--- src/rtl/crc5_arbiter_if.sv ---
// Request/response bundle between the two token requesters and the shared CRC5 engine.
interface crc5_arbiter_if;
    logic [1:0]  req_valid;
    logic [10:0] req_field0;
    logic [10:0] req_field1;
    logic [4:0]  req_crc0;
    logic [4:0]  req_crc1;
    logic [1:0]  req_ready;
    logic        busy;
    logic        done;
    logic        done_id;
    logic [4:0]  crc_out;
    logic        crc_match;

    modport master (
        output req_valid, req_field0, req_field1, req_crc0, req_crc1,
        input  req_ready, busy, done, done_id, crc_out, crc_match
    );

    modport slave (
        input  req_valid, req_field0, req_field1, req_crc0, req_crc1,
        output req_ready, busy, done, done_id, crc_out, crc_match
    );
endinterface

--- src/rtl/crc5_arbiter.sv ---
// Shared bit-serial USB token CRC5 engine serving a TX builder (0) and RX checker (1).
// Define CRC5_RR_EN for round-robin arbitration; otherwise requester 0 has fixed priority.
module crc5_arbiter (
    input  logic               clk,
    input  logic               rst,
    crc5_arbiter_if.slave      bus
);
    typedef enum logic [1:0] {IDLE, SHIFT, DONE} state_t;

    state_t      state_reg, state_next;
    logic [10:0] field_reg, field_next;
    logic [4:0]  exp_reg, exp_next;
    logic        id_reg, id_next;
    logic [4:0]  lfsr_reg, lfsr_next;
    logic [3:0]  cnt_reg, cnt_next;
    logic [4:0]  crc_reg, crc_next;
    logic        match_reg, match_next;
    logic        done_id_reg, done_id_next;
    logic        grant_valid;
    logic        grant_id;
    logic        fb;
    logic [4:0]  lfsr_shift;
`ifdef CRC5_RR_EN
    logic        last_reg, last_next;
`endif

    always_comb begin
        grant_valid = (state_reg == IDLE) && (bus.req_valid != 2'b00) && !rst;
`ifdef CRC5_RR_EN
        // Under contention favour whoever lost last time.
        if (&bus.req_valid)
            grant_id = ~last_reg;
        else
            grant_id = ~bus.req_valid[0];
`else
        grant_id = ~bus.req_valid[0];
`endif
    end

    generate
        for (genvar gi = 0; gi < 2; gi++) begin : g_ready
            assign bus.req_ready[gi] = grant_valid && (grant_id == 1'(gi));
        end
    endgenerate

    // x^5 + x^2 + 1, field bits enter LSB first.
    assign fb         = lfsr_reg[4] ^ field_reg[cnt_reg];
    assign lfsr_shift = {lfsr_reg[3:0], 1'b0} ^ (fb ? 5'b00101 : 5'b00000);

    always_comb begin
        state_next   = state_reg;
        field_next   = field_reg;
        exp_next     = exp_reg;
        id_next      = id_reg;
        lfsr_next    = lfsr_reg;
        cnt_next     = cnt_reg;
        crc_next     = crc_reg;
        match_next   = match_reg;
        done_id_next = done_id_reg;
`ifdef CRC5_RR_EN
        last_next    = last_reg;
`endif
        case (state_reg)
            IDLE: begin
                if (grant_valid) begin
                    field_next = grant_id ? bus.req_field1 : bus.req_field0;
                    exp_next   = grant_id ? bus.req_crc1 : bus.req_crc0;
                    id_next    = grant_id;
                    lfsr_next  = 5'b11111;
                    cnt_next   = 4'd0;
                    state_next = SHIFT;
`ifdef CRC5_RR_EN
                    last_next  = grant_id;
`endif
                end
            end
            SHIFT: begin
                lfsr_next = lfsr_shift;
                if (cnt_reg == 4'd10) begin
                    // Results are captured on entry to DONE so they are valid alongside done.
                    state_next   = DONE;
                    crc_next     = ~lfsr_shift;
                    match_next   = (~lfsr_shift == exp_reg);
                    done_id_next = id_reg;
                end else begin
                    cnt_next = cnt_reg + 4'd1;
                end
            end
            DONE:    state_next = IDLE;
            default: state_next = IDLE;
        endcase
    end

    always_ff @(posedge clk) begin
        if (rst) begin
            state_reg   <= IDLE;
            field_reg   <= 11'd0;
            exp_reg     <= 5'd0;
            id_reg      <= 1'b0;
            lfsr_reg    <= 5'd0;
            cnt_reg     <= 4'd0;
            crc_reg     <= 5'd0;
            match_reg   <= 1'b0;
            done_id_reg <= 1'b0;
`ifdef CRC5_RR_EN
            last_reg    <= 1'b1;
`endif
        end else begin
            state_reg   <= state_next;
            field_reg   <= field_next;
            exp_reg     <= exp_next;
            id_reg      <= id_next;
            lfsr_reg    <= lfsr_next;
            cnt_reg     <= cnt_next;
            crc_reg     <= crc_next;
            match_reg   <= match_next;
            done_id_reg <= done_id_next;
`ifdef CRC5_RR_EN
            last_reg    <= last_next;
`endif
        end
    end

    assign bus.busy      = (state_reg != IDLE);
    assign bus.done      = (state_reg == DONE);
    assign bus.done_id   = done_id_reg;
    assign bus.crc_out   = crc_reg;
    assign bus.crc_match = match_reg;
endmodule

--- src/flat_wrapper.sv ---
// flat-port wrapper written by rule: the top's interface ports become plain ports
module crc5_arbiter_flat 
  (clk, rst, bus_req_valid, bus_req_field0, bus_req_field1, bus_req_crc0, bus_req_crc1, bus_req_ready, bus_busy, bus_done, bus_done_id, bus_crc_out, bus_crc_match);
  crc5_arbiter_if bus_i ();
  input  logic clk;
  input  logic rst;
  input wire logic [$bits(bus_i.req_valid)-1:0] bus_req_valid;
  input wire logic [$bits(bus_i.req_field0)-1:0] bus_req_field0;
  input wire logic [$bits(bus_i.req_field1)-1:0] bus_req_field1;
  input wire logic [$bits(bus_i.req_crc0)-1:0] bus_req_crc0;
  input wire logic [$bits(bus_i.req_crc1)-1:0] bus_req_crc1;
  output wire logic [$bits(bus_i.req_ready)-1:0] bus_req_ready;
  output wire logic [$bits(bus_i.busy)-1:0] bus_busy;
  output wire logic [$bits(bus_i.done)-1:0] bus_done;
  output wire logic [$bits(bus_i.done_id)-1:0] bus_done_id;
  output wire logic [$bits(bus_i.crc_out)-1:0] bus_crc_out;
  output wire logic [$bits(bus_i.crc_match)-1:0] bus_crc_match;
  assign bus_i.req_valid = bus_req_valid;
  assign bus_i.req_field0 = bus_req_field0;
  assign bus_i.req_field1 = bus_req_field1;
  assign bus_i.req_crc0 = bus_req_crc0;
  assign bus_i.req_crc1 = bus_req_crc1;
  assign bus_req_ready = bus_i.req_ready;
  assign bus_busy = bus_i.busy;
  assign bus_done = bus_i.done;
  assign bus_done_id = bus_i.done_id;
  assign bus_crc_out = bus_i.crc_out;
  assign bus_crc_match = bus_i.crc_match;
  crc5_arbiter u_core (.clk(clk), .rst(rst), .bus(bus_i));
endmodule
--- config.mk ---
export PLATFORM = sky130hd
export DESIGN_NAME = crc5_arbiter_flat
export DESIGN_NICKNAME = d
export VERILOG_FILES = /design/src/rtl/crc5_arbiter_if.sv /design/src/rtl/crc5_arbiter.sv /design/src/flat_wrapper.sv
export SDC_FILE = /design/constraint.sdc
export NUM_CORES = 1
export LEC_CHECK = 0
export ABC_AREA = 1
export BUFFER_PORTS_ARGS = -buffer_cell sky130_fd_sc_hd__buf_2
export CAP_MARGIN = 20
export CORE_ASPECT_RATIO = 2
export CORE_UTILIZATION = 40
export DETAILED_ROUTE_END_ITERATION = 7
export HOLD_SLACK_MARGIN = 0.15
export PLACE_DENSITY = 0.63
export SLEW_MARGIN = 0
export SYNTH_ARGS = -nofsm -noshare
export SYNTH_HDL_FRONTEND = slang
export SYNTH_SLANG_ARGS = --single-unit
--- constraint.sdc ---
create_clock -name clk -period 2.1 [get_ports clk]
set_input_delay 0.42 -clock clk [delete_from_list [all_inputs] [get_ports clk]]
set_output_delay 0.42 -clock clk [all_outputs]
set_load 0.005 [all_outputs]
Word level (Yosys, flattened, before mapping)
Index checks and enable logic that the tools add are counted.

word-level totals
  word-level logic and storage cells = 49
  bits of input ports = 36
  flip-flop bits (word level) = 35
  output and inout bits = 11

cells by class
  add/subtract/negate cells = 1
  bitwise gates (word level) = 4
  equality and inequality tests = 7
  multiplexer cells = 13
  reductions and logical operators = 14
  $lt $le $gt $ge = 1

operator list
  cell                                                                          count
  11-bit two-way mux                                                            1
  5-bit two-way mux                                                             2
  5-bit one-hot mux with 2 select lines                                         1
  4-bit two-way mux                                                             2
  4-bit one-hot mux with 2 select lines                                         1
  2-bit AND reduction                                                           4
  2-bit nonzero test                                                            3
  5-bit equality test                                                           1
  4-bit by 5-bit less-than comparator with 1-bit output, second input constant  1
  5-bit NOT                                                                     1
  5-bit XOR                                                                     1
  4-bit by 1-bit adder with 4-bit output, second input constant                 1
  1-bit binary-select mux with 4-bit select                                     1
  4-bit equality test, second input constant                                    1
  1-bit logical AND                                                             4
  2-bit two-way mux                                                             2
  2-bit by 1-bit != test with 1-bit output, second input constant               2
  2-bit one-hot mux with 2 select lines                                         1
  3-bit two-way mux                                                             1
  3-bit AND reduction                                                           1
  2-bit by 1-bit equality test with 1-bit output, second input constant         1
  2-bit equality test, second input constant                                    1
  2-bit zero test                                                               1
  2-bit != test, second input constant                                          1
  4 further kinds                                                               4

Longest topological paths before layout
  word-level depth = 7
  depth in mapped cells = 13
  mapped depth without buffers = 13

Least setup slack after synthesis
Ideal clock, no wire load.

  kind = register to register
  from = reg u_core.cnt_reg[0]
  to = reg u_core.match_reg (netlist: u_core.bus.crc_match)
  setup slack = 0.502 ns
  buffers on the path = 0
  data arrival time = 1.532 ns
  cell stages (with the launch flop) = 11
  data required time = 2.034 ns
  cell sequence = dfxtp_1 inv_2 ha_1 nand3_1 nor2_4 inv_1 nor4_1 nand2_2 nor2_2 nand3_2 a21oi_2

on the way
  cells in the longest elaborated chain, start to end = 7
  elaborated cells between the ends (all ways) = 9

ends and longest elaborated chain
  item                                       line                 RTL
  start: declaration                         crc5_arbiter.sv:15   logic [3:0] cnt_reg, cnt_next;
  start signal: assignment                   crc5_arbiter.sv:114  cnt_reg <= cnt_next;
  1-bit binary-select mux with 4-bit select  crc5_arbiter.sv:47   assign fb = lfsr_reg[4] ^ field_reg[cnt_reg];
  1-bit two-way mux (implied by the code)    crc5_arbiter.sv:47
  1-bit XOR                                  crc5_arbiter.sv:47
  3-bit two-way mux                          crc5_arbiter.sv:48   assign lfsr_shift = {lfsr_reg[3:0], 1'b0} ^ (fb ? 5'b00101 : 5'b00000);
  5-bit XOR                                  crc5_arbiter.sv:48
  5-bit NOT                                  crc5_arbiter.sv:83   match_next = (~lfsr_shift == exp_reg);
  5-bit equality test                        crc5_arbiter.sv:83
  end signal: assignment                     crc5_arbiter.sv:116  match_reg <= match_next;
  end: declaration                           crc5_arbiter.sv:17   logic match_reg, match_next;

Several ways; a longest one is shown, not always the timed one. The select of a mux whose other input is x is not followed.
A chain may end at the register's enable or synchronous reset.

Final worst setup path
  from = reg u_core.state_reg[1]
  to = out bus_req_ready[1]

on the way
  cells in the longest elaborated chain, start to end = 4

ends and longest elaborated chain
  item                             line                 RTL
  start: declaration               crc5_arbiter.sv:10   state_t state_reg, state_next;
  start signal: assignment         crc5_arbiter.sv:109  state_reg <= state_next;
  2-bit zero test                  crc5_arbiter.sv:28   grant_valid = (state_reg == IDLE) && (bus.req_valid != 2'b00) && !rst;
  1-bit logical AND (2 in series)  crc5_arbiter.sv:28
  1-bit logical AND                crc5_arbiter.sv:42   assign bus.req_ready[gi] = grant_valid && (grant_id == 1'(gi));
  end: declaration                 flat_wrapper.sv:12   output wire logic [$bits(bus_i.req_ready)-1:0] bus_req_ready;

No other way between the ends.

==> impl_metrics.tcl <==
set metrics [dict create \
    status "completed" \
    max_freq_mhz 545 \
    grt_max_degree 17 \
    layout_setup_ws_ps 266 \
    finalHoldViolCount 0 \
    cap_violations 0 \
    start_kind "register" \
    layout_commonest_cell "nand2_1" \
    diodes 0 \
    core-area_mm2 0.00409 \
    path_class "reg -> out" \
    die_w_um 48.0 \
    hold_path.class "in -> reg" \
    cp_data_required_time_ps 1680 \
    syn_nets 262 \
    yosysWarnings 0 \
    dr.first_iter.drc_count 25 \
    numCtsBuffers 5 \
    die_h_um 93.9 \
    postSynthAreaPerCell_um2 7.54 \
    fin_skew_ps 3.89 \
    cts_tree "built" \
    layout_common_cells "nand2_1 (59), buf_2 (46), dfxtp_1 (35)" \
    root_buffer "clkbuf_8" \
    cts.sinks 35 \
    post-route-min-period_ps 1830 \
    syn_inst 224 \
    fin_tns_setup_ps 0 \
    crit_arrival_ps 1410 \
    p_leak_uw 0.000931 \
    start_util 0.413 \
    port_buffers 46 \
    critPathMaxStageDelay_ps 330 \
    syn-cell-area_mm2 0.00169 \
    ys_seq_elements 35 \
    dr.pass1.iters 4 \
    n_fill_cell 438 \
    place_congestion 0.909 \
    cts-hold-fix-buffers 0 \
    clk_latency_ps 290 \
    drt_wl_total_um 4110 \
    overflow 0 \
    htree_levels 2 \
    drive_gt1_frac 0.299 \
    tightest_slew_ps 384 \
    grt_pass1_wl_um 6760 \
    die-area_mm2 0.00450 \
    io_pins 47 \
    seq_area_frac_synth 0.415 \
    end_kind "output port" \
    antenna_found_initial 0 \
    max-vdd-ir-drop_uv 436 \
    finalCritPeriodShare 0.873 \
    drc 0 \
    fin_total_pwr_uw 1520 \
    num_rows 33 \
    slew_violations 0 \
    grt_usage 0.215 \
    grt_pass1_vias 1511 \
    powerDensity_mw_per_mm2 731 \
    clockBufferDepth 2 \
    final_antenna_net_count 0 \
    cp_slowest_cell "dfxtp_1" \
    dr_total_vias 1598 \
    crit_fanout 8 \
    postCtsSetupBuffers 0 \
    vias_per_cell 4.84 \
    nets 315 \
    post_cts_resized 0 \
    synth.distinct_cells 28 \
    hpwl_um 3270 \
    syn2layout_area_growth_pct 23.3 \
    wire_per_inst_um 12.4 \
    largest_reg_flops 11 \
    dp_slack_ps 275 \
    rsz0062_at_grt "no" \
    maxSlewHeadroom 0.744 \
    clk_pin_slew_ps 70 \
    setup_viol 0 \
    crit_chain "nor2_1 > o21ai_2 > nor2_4 > nand2_1 > inv_2 > buf_2" \
]
==> power by group <==
group,internal (uW),switching [uW]
clock network,299,235
registers,702,32.9
logic,105,148
total,1110,416
==> per-layer routing <==
metal	track usage	part of all wire	vias to the layer above
met5	0	0	-
met4	0.0926	0.031	0
met3	0.0404	0.028	7
met2	0.378	0.55	35
met1	0.229	0.39	711
li1	-	-	845
==> critical path, delay by kind of cell (launching register included) <==
| family | cells | cell delay (ps) |
|---|---|---|
| AND/OR/NAND/NOR | 3 | 370 |
| flip-flops | 1 | 330 |
| buffers and inverters | 2 | 310 |
| AO/OA/AOI/OAI | 1 | 110 |
==> cell usage after synthesis, drive strengths merged <==
master   n  area share
dfxtp   35        0.41
a22oi    4       0.018
buf      2      0.0074
nor3     2      0.0059
o21ai   10       0.032
nand2   65        0.15
nor2    17       0.050
inv     29       0.064
a31oi   13       0.048
xnor2    3       0.016
a21oi   11       0.035
o221ai   4       0.021
clkbuf   4       0.021
nand3   20       0.087
a211oi   2      0.0089
nor4     1      0.0037
ha       2       0.015
==> cell type report <==
cell class	count	area, um2	share of cell area
Clock buffer	8	100	0.0481
Inverter	29	109	0.0523
Multi-Input combinational cell	154	832	0.400
Sequential cell	35	701	0.337
Tap cell	52	65.1	0.0312
Timing Repair Buffer	52	275	0.132
==> kinds of logic after synthesis <==
kind of cell	Yosys count	synth area share
and+or+nand+nor	105	0.300
AOI/OAI and AO/OA	44	0.162
buffers and inverters	35	0.0926
DFF	35	0.415
xor gates and xnor gates	3	0.0156
adders and majority gates	2	0.0148
==> through the flow <==
stage          cells  hold slack (ps)  cell area (um2)   util
3_5_place_dp     322              465             1980  0.485
6_report         330              383             2080  0.509
5_1_grt          330              398             2080  0.509
4_1_cts          330              384             2080  0.509
3_3_place_gp     322              463             1980  0.485
2_1_floorplan    224              449             1690      -
==> worst paths after layout <==
path	depth (start not counted)	slack (ps)	end	from
max	6	270	bus_req_ready[1]	u_core.state_reg[1]$_SDFFE_PP0P_
min	3	380	u_core.field_reg[4]$_SDFFE_PP0P_	bus_req_field0[4]
max reg2reg	10	270	u_core.bus.crc_match$_SDFFE_PP0P_	u_core.cnt_reg[0]$_SDFFE_PP0P_
min reg2reg	2	480	u_core.bus.crc_out[3]$_SDFFE_PP0P_	u_core.bus.crc_out[3]$_SDFFE_PP0P_
Note: power is estimated with default switching activity, not from simulation.
